**src/rtl/spi_pkg.sv**
```systemverilog
// rtl/spi_pkg.sv - shared frame geometry, opcodes and state type for the SPI initiator
package spi_pkg;

  localparam int SPI_FRAME_W = 44;
  localparam int SPI_OP_W    = 2;
  localparam int SPI_ADDR_W  = 10;
  localparam int SPI_DATA_W  = 32;
  localparam int SPI_HDR_W   = 12;

  localparam logic [SPI_OP_W-1:0] OP_READ  = 2'b00;
  localparam logic [SPI_OP_W-1:0] OP_WRITE = 2'b01;

  localparam int OP_LSB   = 42;
  localparam int ADDR_LSB = 32;

  // Rise numbers within one frame, counted from 1
  localparam logic [6:0] TX_BITS       = 7'd44;
  localparam logic [6:0] TURN_RISE     = 7'd45;
  localparam logic [6:0] RX_FIRST_RISE = 7'd46;
  localparam logic [6:0] RX_LAST_RISE  = 7'd89;
  localparam logic [6:0] FRAME_RISES   = 7'd90;

  typedef enum logic [2:0] {
    ST_IDLE,
    ST_TX,
    ST_TURN,
    ST_RX,
    ST_END,
    ST_GAP
  } spi_main_state_t;

  function automatic logic [SPI_FRAME_W-1:0] spi_pack_frame(
    input logic [SPI_OP_W-1:0]   op,
    input logic [SPI_ADDR_W-1:0] addr,
    input logic [SPI_DATA_W-1:0] data
  );
    return {op, addr, data};
  endfunction

endpackage

```
**src/rtl/spi_sclk_gen.sv**
```systemverilog
// rtl/spi_sclk_gen.sv - sclk divider; strobes flag the clk edge on which sclk rises or falls
module spi_sclk_gen #(
  parameter int HALF_PERIOD = 2
) (
  input  logic clk,
  input  logic rst_n,
  input  logic en_i,
  output logic sclk_o,
  output logic rise_stb_o,
  output logic fall_stb_o
);

  localparam int CW = (HALF_PERIOD > 1) ? $clog2(HALF_PERIOD) : 1;
  localparam logic [CW-1:0] CNT_LAST = CW'(HALF_PERIOD - 1);

  logic [CW-1:0] cnt_q;
  logic          sclk_q;
  logic          tick;

  // Strobes are combinational so the caller acts on the same edge that moves sclk
  assign tick       = en_i && (cnt_q == CNT_LAST);
  assign rise_stb_o = tick && !sclk_q;
  assign fall_stb_o = tick && sclk_q;
  assign sclk_o     = sclk_q;

  always_ff @(posedge clk or negedge rst_n) begin
    if (!rst_n) begin
      cnt_q  <= '0;
      sclk_q <= 1'b0;
    end else if (!en_i) begin
      cnt_q  <= '0;
      sclk_q <= 1'b0;
    end else if (tick) begin
      cnt_q  <= '0;
      sclk_q <= !sclk_q;
    end else begin
      cnt_q  <= cnt_q + 1'b1;
    end
  end

endmodule

```
**src/rtl/spi_main.sv**
```systemverilog
// rtl/spi_main.sv - SPI initiator: one 44-bit request frame out, one 44-bit reply frame back
module spi_main
  import spi_pkg::*;
#(
  parameter int HALF_PERIOD = 2,
  parameter int GAP_CYCLES  = 2
) (
  input  logic        clk,
  input  logic        rst_n,
  input  logic        req_valid,
  output logic        req_ready,
  input  logic [1:0]  req_op,
  input  logic [9:0]  req_addr,
  input  logic [31:0] req_wdata,
  output logic        resp_valid,
  output logic [43:0] resp_data,
  output logic        resp_hdr_err,
  output logic        busy,
  output logic        sclk,
  output logic        cs_n,
  output logic        mosi,
  input  logic        miso
);

  localparam int GAP_RAW = 2 * HALF_PERIOD * GAP_CYCLES;
  localparam int GAP_LEN = (GAP_RAW < 1) ? 1 : GAP_RAW;
  localparam logic [15:0] GAP_LAST = 16'(GAP_LEN - 1);

  spi_main_state_t        state_q;
  logic [6:0]             rise_cnt_q;
  logic [SPI_FRAME_W-1:0] tx_shift_q;
  logic [SPI_FRAME_W-1:0] rx_shift_q;
  logic [SPI_HDR_W-1:0]   hdr_q;
  logic [15:0]            gap_cnt_q;
  logic                   req_ready_q;
  logic                   busy_q;
  logic                   resp_valid_q;
  logic                   resp_hdr_err_q;
  logic [SPI_FRAME_W-1:0] resp_data_q;
  logic                   cs_n_q;
  logic                   mosi_q;
  logic                   sclk_en;
  logic                   rise_stb;
  logic                   fall_stb;
  logic [SPI_FRAME_W-1:0] req_frame;

  assign req_frame = spi_pack_frame(req_op, req_addr, req_wdata);
  assign sclk_en   = (state_q == ST_TX) || (state_q == ST_TURN) ||
                     (state_q == ST_RX) || (state_q == ST_END);

  spi_sclk_gen #(
    .HALF_PERIOD (HALF_PERIOD)
  ) u_sclk_gen (
    .clk        (clk),
    .rst_n      (rst_n),
    .en_i       (sclk_en),
    .sclk_o     (sclk),
    .rise_stb_o (rise_stb),
    .fall_stb_o (fall_stb)
  );

  always_ff @(posedge clk or negedge rst_n) begin
    if (!rst_n) begin
      state_q        <= ST_IDLE;
      rise_cnt_q     <= '0;
      tx_shift_q     <= '0;
      rx_shift_q     <= '0;
      hdr_q          <= '0;
      gap_cnt_q      <= '0;
      req_ready_q    <= 1'b1;
      busy_q         <= 1'b0;
      resp_valid_q   <= 1'b0;
      resp_hdr_err_q <= 1'b0;
      resp_data_q    <= '0;
      cs_n_q         <= 1'b1;
      mosi_q         <= 1'b0;
    end else begin
      resp_valid_q <= 1'b0;
      if (rise_stb) begin
        rise_cnt_q <= rise_cnt_q + 7'd1;
      end
      unique case (state_q)
        ST_IDLE: begin
          if (req_valid && req_ready_q) begin
            tx_shift_q  <= req_frame;
            hdr_q       <= req_frame[SPI_FRAME_W-1:ADDR_LSB];
            rx_shift_q  <= '0;
            mosi_q      <= req_frame[SPI_FRAME_W-1];
            cs_n_q      <= 1'b0;
            req_ready_q <= 1'b0;
            busy_q      <= 1'b1;
            rise_cnt_q  <= '0;
            state_q     <= ST_TX;
          end
        end
        ST_TX: begin
          // At fall k the counter already holds k, so the next bit is tx_shift_q[42]
          if (fall_stb) begin
            if (rise_cnt_q == TX_BITS) begin
              mosi_q  <= 1'b0;
              state_q <= ST_TURN;
            end else begin
              tx_shift_q <= tx_shift_q << 1;
              mosi_q     <= tx_shift_q[SPI_FRAME_W-2];
            end
          end
        end
        ST_TURN: begin
          if (fall_stb && rise_cnt_q == TURN_RISE) begin
            state_q <= ST_RX;
          end
        end
        ST_RX: begin
          if (rise_stb) begin
            rx_shift_q <= {rx_shift_q[SPI_FRAME_W-2:0], miso};
            if (rise_cnt_q == RX_LAST_RISE - 7'd1) begin
              state_q <= ST_END;
            end
          end
        end
        ST_END: begin
          if (fall_stb && rise_cnt_q == FRAME_RISES) begin
            cs_n_q         <= 1'b1;
            resp_data_q    <= rx_shift_q;
            resp_hdr_err_q <= (rx_shift_q[SPI_FRAME_W-1:ADDR_LSB] != hdr_q);
            resp_valid_q   <= 1'b1;
            gap_cnt_q      <= '0;
            state_q        <= ST_GAP;
          end
        end
        ST_GAP: begin
          if (gap_cnt_q == GAP_LAST) begin
            req_ready_q <= 1'b1;
            busy_q      <= 1'b0;
            state_q     <= ST_IDLE;
          end else begin
            gap_cnt_q <= gap_cnt_q + 16'd1;
          end
        end
        default: state_q <= ST_IDLE;
      endcase
    end
  end

  assign req_ready    = req_ready_q;
  assign busy         = busy_q;
  assign resp_valid   = resp_valid_q;
  assign resp_data    = resp_data_q;
  assign resp_hdr_err = resp_hdr_err_q;
  assign cs_n         = cs_n_q;
  assign mosi         = mosi_q;

endmodule
```
**config.mk**
```make
export PLATFORM = sky130hd
export DESIGN_NAME = spi_main
export DESIGN_NICKNAME = d
export VERILOG_FILES = /design/src/rtl/spi_pkg.sv /design/src/rtl/spi_sclk_gen.sv /design/src/rtl/spi_main.sv
export SDC_FILE = /design/constraint.sdc
export NUM_CORES = 1
export LEC_CHECK = 0
export BUFFER_PORTS_ARGS = -buffer_cell sky130_fd_sc_hd__buf_4
export CELL_PAD_IN_SITES_DETAIL_PLACEMENT = 1
export CELL_PAD_IN_SITES_GLOBAL_PLACEMENT = 1
export CORE_UTILIZATION = 40
export DETAILED_ROUTE_END_ITERATION = 12
export PLACE_DENSITY = 0.73
export SLEW_MARGIN = 20
export SYNTH_ARGS = -nofsm -noshare
export SYNTH_HDL_FRONTEND = slang
export SYNTH_SLANG_ARGS = --single-unit
```
**constraint.sdc**
```tcl
create_clock -name clk -period 1.83 [get_ports clk]
set_clock_uncertainty 0.1 [all_clocks]
set_input_delay 0.183 -clock clk [delete_from_list [all_inputs] [get_ports clk]]
set_output_delay 0.183 -clock clk [all_outputs]
set_load 0.01 [all_outputs]
```
==> out/qor.csv <==
stage,metric,value,unit
routing,viasPerCell,5.15,
global_routing,first_global_vias,6800,
sta,worstMarginPinSlew,0.446,ns
logic_synthesis,synthAdderAreaFrac,0.791,%
run,maxCapViolations,0,
global_routing,grt_antenna_before_repair,0,
sta,rsz0062_at_grt,true,
layout,syn2layout_area_growth,39.9,%
critical_path,required,2.04,ns
layout,final_util,57.0,%
clock_tree,cts_buffer_depth,2,
clock_tree,cts_made_buffers,17,
logic_synthesis,yosys.area_share.simple,20.6,%
routing,ant_nets,0,
critical_path,crit_fanout,62,
sta,hold_viol_final,0,
clock_tree,cts_tree,done,
routing,drt_drc_violations_left,0,
clock_tree,clk_latency,0.44,ns
power_and_ir_drop,leakagePower,5.17,nW
layout,seqCellArea,4440,um2
logic_synthesis,netlist_area,7910,um2
logic_synthesis,async_flop_share,100,%
sta,period_share,104,%
place,place_ws,-0.0930,ns
sta,fin_tns_setup,-2.51,ns
worst_hold_path,min_path_type,in2async,
routing,drt_iter0_drc,326,
sta,fmax,0.524,GHz
logic_synthesis,syn_nets,866,
floorplan,die-area,20300,um2
layout,drive_above_1_share,28.5,%
sta,final_max_slew_viol_count,0,
power_and_ir_drop,ir_drop,556,uV
status,failed_checks,setup timing,
critical_path,r2r_cells,7,
global_routing,grt_first_pass_wirelength,34.6,mm
sta,fin_hold_ws,0.198,ns
floorplan,die_x,143,um
sta,setup_violations,61,
layout,multiInputGateArea,3490,um2
sta,relSlewSlack,70.2,%
routing,wl_per_cell,18.3,um
critical_path,rr_endpoint,rx_shift_q[13],
sta,post-route-min-period,1.91,ns
logic_synthesis,synthMuxAreaShare,7.26,%
floorplan,start_util,40.8,%
floorplan,rows,51,
place,globalplace.congestion,0.861,
clock_tree,root_buffer,clkbuf_16,
logic_synthesis,synth_seq_cells,177,
routing,drtPass1Iterations,4,
logic_synthesis,ys_warn_count,0,
routing,drt-total-wl,23.7,mm
logic_synthesis,synth_enable_flop_cells,0,
layout,nFillCells,2174,
global_routing,grt_max_degree,79,
power_and_ir_drop,finalPower,8.01,mW
critical_path,reg2reg_slack,-0.08,ns
layout,antennaDiodeCount,0,
global_routing,grt-ovfl-total,0,
floorplan,coreArea,19400,um2
logic_synthesis,synth_area_per_cell,9.72,um2
logic_synthesis,synth_xor_area_share,2.33,%
layout,final_nets,1068,
global_routing,track_usage,22.0,%
critical_path,worst-setup-path-type,reg2reg,
floorplan,num_io_pins,99,
logic_synthesis,syn-instance-count,813,
layout,layout_common_cells,"nand2_1, dfrtp_1, buf_4",
routing,dr_total_vias,6655,
logic_synthesis,ys.flop_type,dfrtp_1,
clock_tree,cts.sinks,177,
clock_tree,clk_pin_slew,0.08,ns
floorplan,die_height,143,um
power_and_ir_drop,power.density,724,nW/um2
place,dp_hpwl,13.1,mm
critical_path,worst_setup_path_end_kind,register,
logic_synthesis,synth-seq-area-share,56.1,%
critical_path,arrival,2.12,ns
clock_tree,cts-htree-levels,4,
logic_synthesis,synth-compound-area-share,9.31,%
logic_synthesis,ys_types,57,
logic_synthesis,synth_top_family_by_area,simple AND/OR/NAND/NOR gates,
critical_path,reg2reg_from,state_q[2],
sta,worst_slack,-0.0773,ns
critical_path,worstSetupStartpointType,register,
layout,final_common_cell,nand2_1,
status,status,finished with violations,
place,portBuffers,98,
## critical path: stages (launching register included)
cell and delay [ns]:
dfrtp_2 0.48, buf_6 0.16, nor4_4 0.38, buf_4 0.19, a21oi_4 0.04, buf_12 0.20
nand2_1 0.11, o21ai_1 0.09
## Yosys cell counts (2+ instances only)
master	instances	area, um2
a21oi_1	8	40.0
o31ai_1	3	22.5
nor3_1	5	25.0
buf_2	18	90.1
ha_1	5	62.6
buf_6	2	22.5
nor3b_1	2	15.0
and3_1	4	25.0
mux2_2	11	124
o21ai_0	82	410
nand3_1	9	45.0
dfrtp_1	175	4380
mux2i_1	45	450
nand2b_1	5	31.3
or4_1	2	15.0
inv_1	7	26.3
nor2_1	21	78.8
or3_1	4	25.0
nand2_1	280	1050
xor2_1	5	43.8
or2_2	2	12.5
o21ai_1	20	100
and4_1	3	26.3
nand4_1	15	93.8
clkbuf_1	12	45.0
buf_4	14	105
dfstp_2	2	52.6
xnor2_1	16	140
nor4_1	7	43.8
o21ba_2	2	20.0
## timing repair
action                                  CTS  global route
endpoints found under the hold margin   232             0
pin swaps                                 7            14
gates resized for setup                  17            82
hold buffers                             46             0
cloned                                    1             6
endpoints found under the setup margin   67           114
setup buffers                             3            12
## kinds of logic after synthesis
family / count (synthesis)
AND/OR/NAND/NOR: 372
flip-flops: 177
AO/OA/AOI/OAI: 128
multiplexers: 56
buffers and inverters: 54
XOR/XNOR: 21
adder cells (fa/ha/maj): 5
## power by group
group	internal (mW)	total, mW	leakage (nW)	switching (mW)
Sequential	3.92	3.93	2.39	0.0118
Clock	1.99	3.76	0.296	1.77
Combinational	0.165	0.313	2.48	0.148
Total	6.08	8.01	5.17	1.93
## cell type report
type / instances / share of cell area [%]
tap: 265 / 3.00
sequential: 177 / 40.1
clock buffer: 18 / 3.97
inverter: 8 / 0.317
clock inverter: 14 / 1.50
timing repair buffer: 229 / 19.5
multi-input combinational: 582 / 31.6
## stage by stage
| stage | instance area [um2] | cells |
|---|---|---|
| 3_3_place_gp | 9340 | 1193 |
| 2_1_floorplan | 7920 | 813 |
| 4_1_cts | 10500 | 1275 |
| 5_1_grt | 11100 | 1293 |
| 6_report | 11100 | 1293 |
| 3_5_place_dp | 9340 | 1193 |
## routing by layer
layer	track usage (%)	share of wire [%]
met5	0	0
met4	7.87	2.1
met3	3.60	2.6
met2	37.5	51
met1	28.1	44
## state kept, by name, indices dropped and copies added, names as in the netlist
| register | flops |
|---|---|
| busy | 1 |
| cs_n | 1 |
| gap_cnt_q | 16 |
| hdr_q | 12 |
| mosi | 1 |
| req_ready | 1 |
| resp_data | 44 |
| resp_hdr_err | 1 |
| resp_valid | 1 |
| rise_cnt_q | 7 |
| rx_shift_q | 44 |
| state_q | 3 |
| tx_shift_q | 43 |
| u_sclk_gen.cnt_q | 1 |
| u_sclk_gen.sclk_o | 1 |
## worst max path at each step
stage / slack [ns] / startpoint / cells past startpoint / to
floorplan: -0.01 / req_ready / 4 / hdr_q[1]
detailed placement: -0.09 / gap_cnt_q[0] / 7 / gap_cnt_q[11]
global placement: -0.06 / gap_cnt_q[0] / 7 / gap_cnt_q[9]
global route: -0.14 / gap_cnt_q[0] / 7 / gap_cnt_q[11]
finish: -0.08 / state_q[2] / 7 / rx_shift_q[13]
CTS: -0.06 / gap_cnt_q[0] / 7 / gap_cnt_q[9]
No activity file was read; power rests on OpenSTA's default activity.
